===== src/rtl/cam_capture.sv =====
// Camera capture front end: synchronizes a parallel RGB565 camera bus into
// the clk domain, captures one frame per start request, and writes the
// 4-bit green component of each pixel into the frame buffer.
module cam_capture #(
  parameter int ram_addwidth = 4,
  parameter int num_pixels   = 16
) (
  input  logic                    clk,
  input  logic                    reset_n,
  input  logic                    start,
  input  logic                    cam_pclk,
  input  logic                    cam_vsync,
  input  logic                    cam_href,
  input  logic [7:0]              cam_data,
  output logic [ram_addwidth-1:0] wr_add,
  output logic [3:0]              wr_data,
  output logic                    wr_en,
  output logic                    busy,
  output logic                    done,
  output logic                    overflow,
  output logic [ram_addwidth:0]   frame_pixels
);

  localparam logic [2:0] st_idle = 3'd0;
  localparam logic [2:0] st_arm  = 3'd1;
  localparam logic [2:0] st_sync = 3'd2;
  localparam logic [2:0] st_capt = 3'd3;
  localparam logic [2:0] st_done = 3'd4;

  localparam logic [ram_addwidth:0] pix_max_c = (ram_addwidth+1)'(num_pixels);

  // Green G[5:2] of an RGB565 pixel: low three bits of the high byte plus
  // the top bit of the low byte.
  function automatic logic [3:0] green4(input logic [2:0] hi_bits, input logic lo_bit);
    return {hi_bits, lo_bit};
  endfunction

  logic                    pclk_m_r, pclk_s_r, pclk_d_r;
  logic                    vsync_m_r, vsync_s_r, vsync_d_r;
  logic                    href_m_r, href_s_r;
  logic [7:0]              data_m_r, data_s_r;
  logic [2:0]              state_r, state_nxt_s;
  logic                    phase_r;
  logic [2:0]              hi_r;
  logic [ram_addwidth:0]   idx_r;
  logic [ram_addwidth-1:0] wr_add_r;
  logic [3:0]              wr_data_r;
  logic                    wr_en_r, busy_r, done_r, overflow_r;
  logic [ram_addwidth:0]   frame_pixels_r;
  logic                    pclk_rise_s, vsync_rise_s, byte_ev_s;
  logic                    unused_data_bits_s;

  assign pclk_rise_s        = pclk_s_r & ~pclk_d_r;
  assign vsync_rise_s       = vsync_s_r & ~vsync_d_r;
  // A vsync rise in the same cycle as a pclk rise ends the frame; the byte is dropped.
  assign byte_ev_s          = (state_r == st_capt) && pclk_rise_s && !vsync_rise_s;
  assign unused_data_bits_s = ^data_s_r[6:3];

  // Two-flop synchronizers plus one history flop for pclk/vsync edge detection.
  always_ff @(posedge clk) begin
    if (!reset_n) begin
      pclk_m_r  <= 1'b0;
      pclk_s_r  <= 1'b0;
      pclk_d_r  <= 1'b0;
      vsync_m_r <= 1'b0;
      vsync_s_r <= 1'b0;
      vsync_d_r <= 1'b0;
      href_m_r  <= 1'b0;
      href_s_r  <= 1'b0;
      data_m_r  <= 8'h00;
      data_s_r  <= 8'h00;
    end else begin
      pclk_m_r  <= cam_pclk;
      pclk_s_r  <= pclk_m_r;
      pclk_d_r  <= pclk_s_r;
      vsync_m_r <= cam_vsync;
      vsync_s_r <= vsync_m_r;
      vsync_d_r <= vsync_s_r;
      href_m_r  <= cam_href;
      href_s_r  <= href_m_r;
      data_m_r  <= cam_data;
      data_s_r  <= data_m_r;
    end
  end

  // Next-state logic for the capture sequencer.
  always_comb begin
    state_nxt_s = state_r;
    case (state_r)
      st_idle: if (start)         state_nxt_s = st_arm;  else state_nxt_s = st_idle;
      st_arm:  if (vsync_s_r)     state_nxt_s = st_sync; else state_nxt_s = st_arm;
      st_sync: if (!vsync_s_r)    state_nxt_s = st_capt; else state_nxt_s = st_sync;
      st_capt: if (vsync_rise_s)  state_nxt_s = st_done; else state_nxt_s = st_capt;
      st_done: state_nxt_s = st_idle;
      default: state_nxt_s = st_idle;
    endcase
  end

  // Sequencer state, byte pairing, pixel writes and status registers.
  always_ff @(posedge clk) begin
    if (!reset_n) begin
      state_r        <= st_idle;
      phase_r        <= 1'b0;
      hi_r           <= 3'd0;
      idx_r          <= '0;
      wr_add_r       <= '0;
      wr_data_r      <= 4'h0;
      wr_en_r        <= 1'b0;
      busy_r         <= 1'b0;
      done_r         <= 1'b0;
      overflow_r     <= 1'b0;
      frame_pixels_r <= '0;
    end else begin
      state_r <= state_nxt_s;
      busy_r  <= (state_nxt_s == st_arm) || (state_nxt_s == st_sync) || (state_nxt_s == st_capt);
      done_r  <= (state_nxt_s == st_done);
      wr_en_r <= 1'b0;
      if (state_r == st_idle && start) begin
        overflow_r <= 1'b0;
        idx_r      <= '0;
        phase_r    <= 1'b0;
      end else if (state_nxt_s == st_done) begin
        frame_pixels_r <= idx_r;
      end else if (byte_ev_s) begin
        if (!href_s_r) begin
          phase_r <= 1'b0;
        end else if (!phase_r) begin
          hi_r    <= data_s_r[2:0];
          phase_r <= 1'b1;
        end else begin
          phase_r <= 1'b0;
          if (idx_r < pix_max_c) begin
            wr_en_r   <= 1'b1;
            wr_add_r  <= idx_r[ram_addwidth-1:0];
            wr_data_r <= green4(hi_r, data_s_r[7]);
            idx_r     <= idx_r + 1'b1;
          end else begin
            overflow_r <= 1'b1;
          end
        end
      end else begin
        phase_r <= phase_r;
      end
    end
  end

  assign wr_add       = wr_add_r;
  assign wr_data      = wr_data_r;
  assign wr_en        = wr_en_r;
  assign busy         = busy_r;
  assign done         = done_r;
  assign overflow     = overflow_r;
  assign frame_pixels = frame_pixels_r;

endmodule

===== config.mk =====
export PLATFORM = sky130hd
export DESIGN_NAME = cam_capture
export DESIGN_NICKNAME = d
export VERILOG_FILES = /design/src/rtl/cam_capture.sv
export SDC_FILE = /design/constraint.sdc
export NUM_CORES = 1
export LEC_CHECK = 0
export BUFFER_PORTS_ARGS = -buffer_cell sky130_fd_sc_hd__buf_2
export CORE_MARGIN = 4
export CORE_UTILIZATION = 52
export CTS_CLUSTER_SIZE = 16
export DETAILED_ROUTE_END_ITERATION = 10
export MAX_ROUTING_LAYER = met4
export PLACE_DENSITY = 0.76
export SKIP_CTS_REPAIR_TIMING = 1
export SYNTH_ARGS = -nofsm -noshare
export SYNTH_HDL_FRONTEND = slang
export SYNTH_SLANG_ARGS = --single-unit

===== constraint.sdc =====
create_clock -name clk -period 1.8 [get_ports clk]
set_input_delay 0.36 -clock clk [delete_from_list [all_inputs] [get_ports clk]]
set_output_delay 0.36 -clock clk [all_outputs]
set_load 0.01 [all_outputs]

==> impl_metrics.env <==
export IMPL_outcome="finished clean"
export IMPL_leakagePower_nw=0.749
export IMPL_rows=19
export IMPL_grt_met3_usage_pct=5.76
export IMPL_die_area_mm2=0.00396
export IMPL_worstReg2RegStart="state_r[1]"
export IMPL_clk_latency_ns=0.35
export IMPL_first_pass_iters=4
export IMPL_fmax_mhz=682
export IMPL_drt_wl_total_um=2560
export IMPL_finalSetupViolCount=0
export IMPL_final_common_cell="dfxtp_1"
export IMPL_io_buffer_count=26
export IMPL_syn_area_per_cell_um2=9.88
export IMPL_ys_seq_elements=45
export IMPL_syn_area_mm2=0.00157
export IMPL_clockBufferDepth=2
export IMPL_h_tree_depth=2
export IMPL_r2r_setup_slack_ns=0.33
export IMPL_final_max_slew_violation_count=0
export IMPL_min_path_cells=2
export IMPL_wl_per_cell_um=11.8
export IMPL_p_per_area_mw_per_mm2=874
export IMPL_antenna_found_initial=0
export IMPL_drv_cap=0
export IMPL_track_usage_pct=15.1
export IMPL_pin_count=31
export IMPL_grt_max_degree=37
export IMPL_synthDistinctLibCells=28
export IMPL_drc=0
export IMPL_finClkSkew_ns=0.00903
export IMPL_grt_busiest_layer="met2"
export IMPL_vdd_drop_max_uv=680
export IMPL_pre_cts_slack_ns=0.367
export IMPL_reg2reg_depth=4
export IMPL_root_buffer="clkbuf_4"
export IMPL_fin_crit_sh_pct=81.5
export IMPL_timing_final_ws_setup_ns=0.333
export IMPL_dieWidth_um=63.0
export IMPL_clock_sinks=45
export IMPL_crit_arrival_ns=1.75
export IMPL_final_util_pct=62.8
export IMPL_most_common_layout_cells="45 x dfxtp_1, 26 x buf_2, 19 x and2_1, 19 x nand2_1, 14 x nand3_1"
export IMPL_path_clk_slew_ns=0.11
export IMPL_nNetsFinal=201
export IMPL_tns_ns=0
export IMPL_r2r_end="hi_r[2]"
export IMPL_drive_above_1_share_pct=20.4
export IMPL_critPathLaunch="state_r[1]"
export IMPL_hold_path_class="input pin to flop"
export IMPL_grt_pass1_wl_um=4640
export IMPL_worstSetupEndpointType="flop"
export IMPL_hold_viol=0
export IMPL_ant_nets=0
export IMPL_required_ns=2.08
export IMPL_cts_buffers=5
export IMPL_syn2layout_area_growth_pct=13.1
export IMPL_slew_headroom_pct=62.7
export IMPL_yosys_warnings=0
export IMPL_finalCriticalPeriod_ns=1.47
export IMPL_cts_tree="done"
export IMPL_syn_nets=174
export IMPL_grt_overflow_total=0
export IMPL_grt_pass1_vias=1111
export IMPL_met1_usage_pct=17.0
export IMPL_finalPower_mw=1.55
export IMPL_dp_hpwl_um=1860
export IMPL_coreArea_mm2=0.00283
export IMPL_endpoint="hi_r[2]"
export IMPL_start_util_pct=55.5
export IMPL_ys_seq_area_share_pct=57.4
export IMPL_grt_setup_unrepaired="false"
export IMPL_syn_inst=159
export IMPL_vias=1119
export IMPL_worstMarginPinSlew_ns=0.556
export IMPL_use_met2_pct=24.4
export IMPL_drt_iter0_drc=23
export IMPL_num_antenna_cells=0
export IMPL_startpoint_type="flop"
export IMPL_path_max_fanout=6
export IMPL_via_per_inst=5.16
export IMPL_place_congestion=0.797
export IMPL_die_h_um=63.0
export IMPL_crit_type="flop to flop"
## per-stage QoR
step | instances | instance area, µm² | hold slack [ns]
6_report | 217 | 1780 | 0.212
5_1_grt | 217 | 1780 | 0.203
4_1_cts | 217 | 1780 | 0.197
3_5_place_dp | 210 | 1720 | 0.417
3_3_place_gp | 210 | 1720 | 0.415
2_1_floorplan | 159 | 1570 | 0.412
## critical path, stage by stage (launching register included)
cell     delay (ns)
dfxtp_1        0.43
and4b_4        0.30
and3_1         0.23
and2_1         0.25
mux2i_1        0.20
## how the worst min path moves through the flow
stage	slack (ns)	end	startpoint
5_1_grt	0.20	data_m_r[7]	cam_data[7]
3_3_place_gp	0.41	pclk_s_r	pclk_m_r
4_1_cts	0.20	data_m_r[7]	cam_data[7]
3_5_place_dp	0.42	data_s_r[7]	data_m_r[7]
2_1_floorplan	0.41	data_s_r[0]	data_m_r[0]
6_report	0.21	data_m_r[7]	cam_data[7]
## kinds of logic (layout without fill, tap and decap cells)
kind of cell | Yosys count | after routing | share of synthesized area, %
and+or+nand+nor | 77 | 77 | 27.4
xor gates and xnor gates | 1 | 1 | 0.558
adders and majority gates | 1 | 1 | 0.797
DFF | 45 | 45 | 57.4
AOI/OAI and AO/OA | 16 | 16 | 5.98
buffers and inverters | 11 | 38 | 2.79
muxes | 8 | 8 | 5.10
## area by class of cell
class	instances	area (µm²)
fill	228	1050
timing repair buffer	28	145
sequential	45	901
inverter	3	11.3
multi-input combinational	103	626
clock buffer	7	55.1
tap	31	38.8
## report_power, final
part | switching, mW | internal (mW) | leakage [nW]
clock | 0.285 | 0.185 | 0.0314
sequential | 0.00864 | 1.02 | 0.366
combinational | 0.0317 | 0.0263 | 0.351
## cell usage after synthesis (all sizes together)
library cell,number,area [µm²]
nand3,14,70.1
a41oi,1,8.76
nand4,1,21.3
nand2,19,71.3
inv,3,11.3
and4,1,8.76
or3,2,12.5
clkbuf,6,22.5
a31oi,3,18.8
a31o,1,8.76
a21oi,4,20.0
o21ai,6,30.0
or2b,1,7.51
nand2b,2,12.5
buf,2,10.0
and3,2,12.5
mux2i,8,80.1
and2,19,119
nor2,7,28.8
nor2b,7,43.8
ha,1,12.5
nand4b,1,8.76
xnor2,1,8.76
a21o,1,7.51
dfxtp,45,901
and4b,1,13.8
## flip-flops by register name (all words and copies together), names as in the netlist, 3 cells and up
register / flops
data_m_r: 4
state_r: 3
wr_data: 4
idx_r: 5
data_s_r: 4
wr_add: 4
hi_r: 3
frame_pixels: 5
## per-layer routing
metal / share of wire (%) / wire [µm]
met2: 49 / 1240
met3: 5.7 / 146
met1: 44 / 1130
met4: 1.6 / 42
met5: 0 / 0
Power figures use the tool's default switching activity.
